## src/rtl/switch_debouncer.sv

```systemverilog
// Debounces a bouncing asynchronous switch into a clean level with one-cycle rise/fall strobes.
// Latency: STABLE_CYCLES+2 clk edges from a settled raw_in to the db_out change and its strobe.
// Backpressure: none; free-running, every output is a registered level or strobe.
module switch_debouncer #(
    parameter int STABLE_CYCLES = 4,
    parameter int CNT_W         = $clog2(STABLE_CYCLES + 1)
) (
    input  logic clk,
    input  logic reset_n,
    input  logic clear_n,
    input  logic raw_in,
    output logic db_out,
    output logic rise_pulse,
    output logic fall_pulse,
    output logic busy
);

    typedef enum logic [1:0] {
        S_LOW       = 2'd0,
        S_WAIT_HIGH = 2'd1,
        S_HIGH      = 2'd2,
        S_WAIT_LOW  = 2'd3
    } state_t;

    localparam logic [CNT_W-1:0] CNT_LAST = CNT_W'(STABLE_CYCLES - 1);
    localparam logic [CNT_W-1:0] CNT_ONE  = CNT_W'(1);
    localparam logic [CNT_W-1:0] CNT_ZERO = '0;

    logic             sync1;
    logic             sync2;
    logic             sync_in;
    state_t           state;
    state_t           state_nxt;
    logic [CNT_W-1:0] cnt;
    logic [CNT_W-1:0] cnt_nxt;
    logic             db_nxt;
    logic             rise_nxt;
    logic             fall_nxt;

    // Two-flop synchronizer; the clear also flushes it so requalification starts clean.
    always_ff @(posedge clk or negedge reset_n) begin
        if (!reset_n) begin
            sync1 <= 1'b0;
            sync2 <= 1'b0;
        end else if (!clear_n) begin
            sync1 <= 1'b0;
            sync2 <= 1'b0;
        end else begin
            sync1 <= raw_in;
            sync2 <= sync1;
        end
    end

    assign sync_in = sync2;

    always_ff @(posedge clk or negedge reset_n) begin
        if (!reset_n) begin
            state      <= S_LOW;
            cnt        <= CNT_ZERO;
            db_out     <= 1'b0;
            rise_pulse <= 1'b0;
            fall_pulse <= 1'b0;
        end else if (!clear_n) begin
            state      <= S_LOW;
            cnt        <= CNT_ZERO;
            db_out     <= 1'b0;
            rise_pulse <= 1'b0;
            fall_pulse <= 1'b0;
        end else begin
            state      <= state_nxt;
            cnt        <= cnt_nxt;
            db_out     <= db_nxt;
            rise_pulse <= rise_nxt;
            fall_pulse <= fall_nxt;
        end
    end

    // cnt holds how many consecutive samples have disagreed with db_out; it tops out at CNT_LAST.
    always_comb begin
        state_nxt = state;
        cnt_nxt   = cnt;
        db_nxt    = db_out;
        rise_nxt  = 1'b0;
        fall_nxt  = 1'b0;
        case (state)
            S_LOW: begin
                if (sync_in) begin
                    state_nxt = S_WAIT_HIGH;
                    cnt_nxt   = CNT_ONE;
                end else begin
                    cnt_nxt   = CNT_ZERO;
                end
            end
            S_WAIT_HIGH: begin
                if (!sync_in) begin
                    state_nxt = S_LOW;
                    cnt_nxt   = CNT_ZERO;
                end else if (cnt == CNT_LAST) begin
                    state_nxt = S_HIGH;
                    cnt_nxt   = CNT_ZERO;
                    db_nxt    = 1'b1;
                    rise_nxt  = 1'b1;
                end else begin
                    cnt_nxt   = cnt + CNT_ONE;
                end
            end
            S_HIGH: begin
                if (!sync_in) begin
                    state_nxt = S_WAIT_LOW;
                    cnt_nxt   = CNT_ONE;
                end else begin
                    cnt_nxt   = CNT_ZERO;
                end
            end
            S_WAIT_LOW: begin
                if (sync_in) begin
                    state_nxt = S_HIGH;
                    cnt_nxt   = CNT_ZERO;
                end else if (cnt == CNT_LAST) begin
                    state_nxt = S_LOW;
                    cnt_nxt   = CNT_ZERO;
                    db_nxt    = 1'b0;
                    fall_nxt  = 1'b1;
                end else begin
                    cnt_nxt   = cnt + CNT_ONE;
                end
            end
            default: begin
                state_nxt = S_LOW;
                cnt_nxt   = CNT_ZERO;
                db_nxt    = 1'b0;
            end
        endcase
    end

    assign busy = (state == S_WAIT_HIGH) || (state == S_WAIT_LOW);

endmodule

```

## config.mk

```make
export PLATFORM = sky130hd
export DESIGN_NAME = switch_debouncer
export DESIGN_NICKNAME = d
export VERILOG_FILES = /design/src/rtl/switch_debouncer.sv
export SDC_FILE = /design/constraint.sdc
export NUM_CORES = 1
export LEC_CHECK = 0
export CORE_MARGIN = 1
export CORE_UTILIZATION = 25
export CTS_CLUSTER_DIAMETER = 80
export CTS_CLUSTER_SIZE = 24
export DETAILED_ROUTE_END_ITERATION = 10
export REMOVE_ABC_BUFFERS = 1
export SLEW_MARGIN = 20
export SYNTH_ARGS = -nofsm -noshare
export SYNTH_HDL_FRONTEND = slang
export SYNTH_SLANG_ARGS = --single-unit
```

## constraint.sdc

```tcl
create_clock -name clk -period 1.8 [get_ports clk]
set_input_delay 0.36 -clock clk [delete_from_list [all_inputs] [get_ports clk]]
set_output_delay 0.36 -clock clk [all_outputs]
set_load 0.02 [all_outputs]
```

### After elaboration in Yosys (flattened, before gate mapping)

Cells that the tools add are included.

* $add $sub $neg: 1
* mux-type cells: 30
* equality and inequality tests: 13
* reductions and logical operators: 4

Operators with widths (count)
* $ne 3x3->1 const B: 6
* $mux 1: 16
* $mux 2: 7
* $mux 3: 4
* $pmux 3 s4: 1
* $ne 4x4->1 const B: 2
* $pmux 2 s4: 1
* $reduce_and 5->1: 1
* $eq 2x2->1 const B: 2
* $reduce_and 4->1: 1
* $add 3x1->3 const B: 1
* $eq 3x2->1 const B: 1
* $ne 3x1->1 const B: 1
* $eq 2x1->1 const B: 1
* $logic_not 2->1: 1
* $pmux 1 s2: 1
* $logic_or 1x1->1: 1

* bits of input ports: 4
* output and inout port bits: 4
* bits in registers: 10

### Logic depth before layout (Yosys ltp)

Gate-level depths: netlist (run 1).

* word-level depth: 5
* mapped depth: 4

### Least setup slack after synthesis (run 1)

Ideal clock, no wire load.

* kind: reg2reg
* from: reg cnt[0]
* to: reg db_out
* slack: 0.653 ns
* path buffers: 0
* data arrival time: 1.020 ns
* period minus slack after synthesis: 1.147 ns
* cell stages (with the launch flop): 5
* library setup time: 0.127 ns
* cells stage by stage: dfrtp_1 -> ha_1 -> and3b_2 -> a21oi_1 -> o21ai_1

* word-level cells in the longest chain between the ends: 3

Ends and longest elaborated chain
* start: declaration: line 34 `logic [CNT_W-1:0] cnt;`
* start signal: assignment: line 71 `cnt <= cnt_nxt;`
* $eq 3x2->1 *: line 98, 119
* $ne 3x3->1 (no source line)
* $reduce_and 5->1 (no source line) *
* end signal: assignment: line 72 `db_out <= db_nxt;`
* end: declaration: line 12 `output logic db_out,`

Every way passes the cells marked *; elsewhere a longest branch is shown, timed or not.
A chain may end at the register's enable or synchronous reset.

### Worst setup path in the final report (run 1)

* from: reg state[0]
* to: out busy

* word-level cells in the longest chain between the ends: 2

Ends and longest elaborated chain
* start: declaration: line 32 `state_t state;`
* start signal: assignment: line 70 `state <= state_nxt;`
* $eq 2x1->1 / $eq 2x2->1 (equally long branches): line 136 `assign busy = (state == S_WAIT_HIGH) || (state == S_WAIT_LOW);`
* $logic_or 1x1->1 *: line 136
* end: declaration: line 15 `output logic busy`

Marked as above.

==> qor.csv, run 1 <==
metric,value,unit
outcome,"complete, but fails checks",
failing checks,DRC,
synthesized instance count,34,
Setup crit end kind,output pin,
# diodes,0,
RSZ-0062 raised after global routing,false,
leakage power of the design,0.243,nW
final core utilization,0.344,
die width,43.4,um
drt first pass iters,7,
Yosys Warn Count,0,
DIE AREA,1880,sq um
Non-Filler Instances,59,
CP Launch Point,state[0],
R2R setup slack,580,ps
worst path cell trace,clkdlybuf4s50_1,
share of post-route cells with drive strength above 1,0.163,
reg2reg start,cnt[0],
DRT iter0 DRCs,5,
Mean Syn Cell Area,12.6,sq um
first-pass GRT wire length,1170,um
Worst Path Required,1440,ps
"Seq/Total Area, Yosys",0.585,
Vias/cell,4.63,
period utilisation layout,0.921,
CP bufs+invs,1,
DRT Wirelength,655,um
worst r2r dst,db_out,
Initial Util,0.274,
critical path class,reg -> out,
DP Area,514,sq um
synthesized flop and latch total,10,
Setup Buffers After CTS,0,
Clock Latency Late Sink,260,ps
CTS Buffer Depth,2,
Ports,8,
clock period minus final worst setup slack,1660,ps
CP max FO,6,
H-tree levels,1,
Fin Clk Skew,3.11,ps
Worst Reg-to-Reg Cells,4,
Post-CTS Hold Buffers,0,
Startpoint Class,flip-flop,
clock-pin slew on the worst setup and hold paths,60,ps
Rows,14,
vias in the first global route,274,
Rel. slew slack,0.706,
# setup viols final,0,
average wire per standard cell,11.1,um
Layout area overhead,25.4,%
Crit path max-delay family,buffers and inverters,
post-synthesis cell type count,20,
CTS tree,built,
largest net degree at the start of global routing,11,
post_cts resized,0,
Fin. Hold Viols,0,
Max Clock Freq,0.604,GHz
Hold/Removal Path Class,in -> async,
Setup TNS,0,ps
most frequent cells in the layout,"dfrtp_1 (10), clkdlybuf4s50_1 (7), nor2b_1 (3), clkbuf_4 (3)",
count of input and output buffers,7,
antenna violations before repair,0,
DRT antenna net count,0,
CTS buffer count,3,
cell area after synthesis,428,sq um
peak supply drop,311,uV
final net count,50,
Sink Count,10,
"commonest non-fill, non-tap cell in the layout",dfrtp_1,
DRC,4,
power per cell area,786,nW/um^2
Worst Path Arrival,1300,ps
GRT Util Overall,0.0967,
DP Cell Count,56,
Vias,273,
Worst-Margin Slew,439,ps
final instance area,537,sq um
Final Max Tran Viols,0,
Crit path largest cell delay,630,ps
"Slowest-stage cell, CP",clkdlybuf4s50_1,
placer congestion estimate,0.725,
core box area,1560,sq um
die height,43.4,um
max-cap check violation count,0,
CTS Root Buffer Type,clkbuf_4,
overall overflow remaining after global route,0,
-- how the worst max path moves through the flow --
stage	endpoint	depth (start not counted)
finish	busy	1
global route	busy	1
CTS	busy	1
detailed placement	cnt[1]	3
global placement	cnt[1]	3
floorplan	db_out	4
-- cell usage after synthesis --
master,n,share of area
clkbuf_1,1,0.0088
and3b_2,1,0.023
and3_1,2,0.029
nand2b_1,1,0.015
inv_1,1,0.0088
nor2b_1,3,0.044
and2b_1,1,0.018
and2_1,2,0.029
a21oi_1,1,0.012
nor4b_2,1,0.035
o21ai_2,1,0.020
o211ai_1,1,0.018
nor4bb_2,1,0.038
ha_1,1,0.029
o21a_1,1,0.018
dfrtp_1,10,0.58
mux2i_1,1,0.023
nand3b_1,1,0.018
o21ai_1,1,0.012
nor2_1,2,0.018
-- where the power goes --
part / internal (W) / switching, W
clock network: 0.0000771 / 0.0000716
logic: 0.0000190 / 0.0000177
registers: 0.000232 / 0.00000517
-- layer usage --
layer | vias up | routed length (um) | global-route usage
li1 | 136 | - | -
met1 | 129 | 305 | 0.110
met2 | 6 | 310 | 0.118
met3 | 2 | 26 | 0.0375
met4 | 0 | 12 | 0.131
met5 | - | 0 | 0
-- metrics by stage --
step	hold WS, ps	setup WS [ps]	power, W
after floorplan	64.4	653	0.000255
after global placement	443	372	0.000278
after detailed placement	450	336	0.000278
after CTS	416	122	0.000434
after global routing	441	77.9	0.000450
final	406	143	0.000422
-- flip-flops by register name (all words and copies together), names as in the netlist --
register    cells
sync2           1
fall_pulse      1
db_out          1
rise_pulse      1
state           2
cnt             3
sync1           1
-- kinds of logic after synthesis --
| kind of cell | after synthesis | synth area share |
|---|---|---|
| AO/OA/AOI/OAI | 5 | 0.0789 |
| multiplexers | 1 | 0.0234 |
| AND/OR/NAND/NOR | 15 | 0.266 |
| adder cells (fa/ha/maj) | 1 | 0.0292 |
| buffers and inverters | 2 | 0.0175 |
| flip-flops | 10 | 0.585 |
-- final cells by class --
class / instances / area, sq um
Fill cell: 161 / 1020
Sequential cell: 10 / 250
Multi-Input combinational cell: 22 / 170
Timing Repair Buffer: 7 / 70.1
Clock buffer: 3 / 22.5
Tap cell: 16 / 20.0
Inverter: 1 / 3.75
(Power assumes the default switching activity.)
==> run 2: changes to the inputs <==
--- a/config.mk
+++ b/config.mk
@@ -5,6 +5,7 @@
 export SDC_FILE = /design/constraint.sdc
 export NUM_CORES = 1
 export LEC_CHECK = 0
+export CORE_ASPECT_RATIO = 1.1
 export CORE_MARGIN = 1
 export CORE_UTILIZATION = 25
 export CTS_CLUSTER_DIAMETER = 80
==> run 2 against run 1 <==
Highest routed layer is now met3. Setup slack better by 3.4 ps. Non-clock buffer count stayed put. Register-to-register slack hardly changed. Critical path type unchanged. The flow now finishes without violations.
==> qor.csv, run 2 (same netlist as run 1, synthesis figures left out) <==
metric,value,unit,change
Startpoint Class,flip-flop,,
worst r2r dst,db_out,,
DP Area,515,sq um,+0.24%
max-cap check violation count,0,,unchanged
setup slack at placement,337,ps,+0.365 ps
# setup viols final,0,,unchanged
Layout area overhead,25.7,%,
CTS buffer count,3,,unchanged
Post-CTS Hold Buffers,0,,unchanged
worst path cell trace,clkdlybuf4s50_1,,
Fin Clk Skew,1.81,ps,-1.30 ps
Rows,15,,+1
Vias,258,,-5.5%
Fin. Hold Viols,0,,unchanged
reg2reg start,cnt[0],,
overall overflow remaining after global route,0,,unchanged
Worst Path Arrival,1290,ps,about the same
leakage power of the design,0.243,nW,unchanged
outcome,completed,,
largest net degree at the start of global routing,11,,unchanged
placer congestion estimate,0.751,,+3.5%
biggest regs,"cnt x3, state x2",,
Setup TNS,0,ps,unchanged
average wire per standard cell,10.7,um,-3.8%
die width,41.4,um,-4.4%
final hold slack,415,ps,+8.30 ps
clock period minus final worst setup slack,1650,ps,-3.39 ps
Rel. slew slack,0.709,,+0.00258
final instance area,538,sq um,+0.23%
GRT Util Overall,0.0830,,-0.0137
Comb power frac,0.089,,+0.002
H-tree levels,1,,unchanged
Hold/Removal Path Class,in -> async,,
Net Sw Frac,0.215,,-0.00906
share of post-route cells with drive strength above 1,0.163,,unchanged
# diodes,0,,unchanged
Seq pwr share,0.568,,+0.007
CTS Buffer Depth,2,,unchanged
Vias/cell,4.30,,-7.1%
CTS tree,built,,
Ports,8,,unchanged
"commonest non-fill, non-tap cell in the layout",dfrtp_1,,
Max Clock Freq,0.605,GHz,+0.21%
most frequent cells in the layout,"dfrtp_1 (10), clkdlybuf4s50_1 (7), nor2b_1 (3), clkbuf_4 (3)",,
vias in the first global route,258,,-5.8%
drt first pass iters,3,,-4
Sw Pwr,0.0000895,W,-5.2%
final net count,50,,unchanged
DIE AREA,1880,sq um,about the same
Initial Util,0.271,,-0.00305
DRC,0,,-4
Largest register FFs,3,,unchanged
DRT Wirelength,641,um,-2.1%
Int Pwr,0.000327,W,about the same
DRT antenna net count,0,,unchanged
Final Max Tran Viols,0,,unchanged
Setup crit end kind,output pin,,
critical path class,reg -> out,,
core box area,1580,sq um,+1.1%
Worst Path Required,1440,ps,about the same
Setup Buffers After CTS,0,,unchanged
Worst Reg-to-Reg Cells,4,,unchanged
Top reg by flops,cnt,,
period utilisation layout,0.919,,-0.00189
final core utilization,0.341,,-0.00303
Worst-Margin Slew,435,ps,-3.85 ps
Crit path largest cell delay,630,ps,about the same
CTS Root Buffer Type,clkbuf_4,,
DRT iter0 DRCs,3,,-2
Clock Latency Late Sink,250,ps,about the same
Crit path max-delay family,buffers and inverters,,
count of input and output buffers,7,,unchanged
final worst setup slack,146,ps,+3.39 ps
clock-pin slew on the worst setup and hold paths,60,ps,about the same
CP bufs+invs,1,,unchanged
R2R setup slack,580,ps,about the same
antenna violations before repair,0,,unchanged
die height,45.4,um,+4.7%
peak supply drop,528,uV,+70%
power share of the clock group,0.343,,-0.009
power per cell area,775,nW/um^2,-1.5%
"Slowest-stage cell, CP",clkdlybuf4s50_1,,
post_cts resized,0,,unchanged
CP max FO,6,,unchanged
first-pass GRT wire length,1160,um,-1.2%
Sink Count,10,,unchanged
RSZ-0062 raised after global routing,false,,
==> run 2: cell counts in the layout (fill, tap and decap cells not counted) <==
No cell type changed its count.
==> run 2: worst max path at each step <==
stage                     startpoint      to  slack, ps  depth (start not counted)
after floorplan               cnt[0]  db_out        650                          4
after global placement       clear_n  cnt[1]        370                          3
after detailed placement     clear_n  cnt[1]        340                          3
after CTS                   state[0]    busy        140                          1
after global routing        state[0]    busy         80                          1
final                       state[0]    busy        150                          1
==> run 2: power by group through the flow <==
stage            logic, W  registers (W)  clock network, W
2_1_floorplan  0.00000983       0.000245                 0
3_3_place_gp    0.0000371       0.000241                 0
3_5_place_dp    0.0000376       0.000241                 0
4_1_cts         0.0000377       0.000237          0.000147
5_1_grt         0.0000399       0.000238          0.000163
6_report        0.0000371       0.000237          0.000143
==> run 2: layout make-up <==
class                   count  area (sq um)
repair buffers              7          70.1
multi-input cells          22           170
inverters                   1          3.75
fillers                   162          1040
flip-flops and latches     10           250
well taps                  17          21.3
clock buffers               3          22.5
==> run 2: routing by layer <==
metal	global-route usage	share of wire	routed length, um	vias up
met5	0	0	0	-
met4	0.0774	0	0	0
met3	0.0119	0.0016	1	0
met2	0.109	0.49	313	1
met1	0.116	0.51	327	123
li1	-	-	-	134
==> run 2: through the flow <==
step                power (W)  instances
floorplan            0.000255         33
global placement     0.000278         57
detailed placement   0.000279         57
CTS                  0.000422         60
global route         0.000440         60
finish               0.000417         60
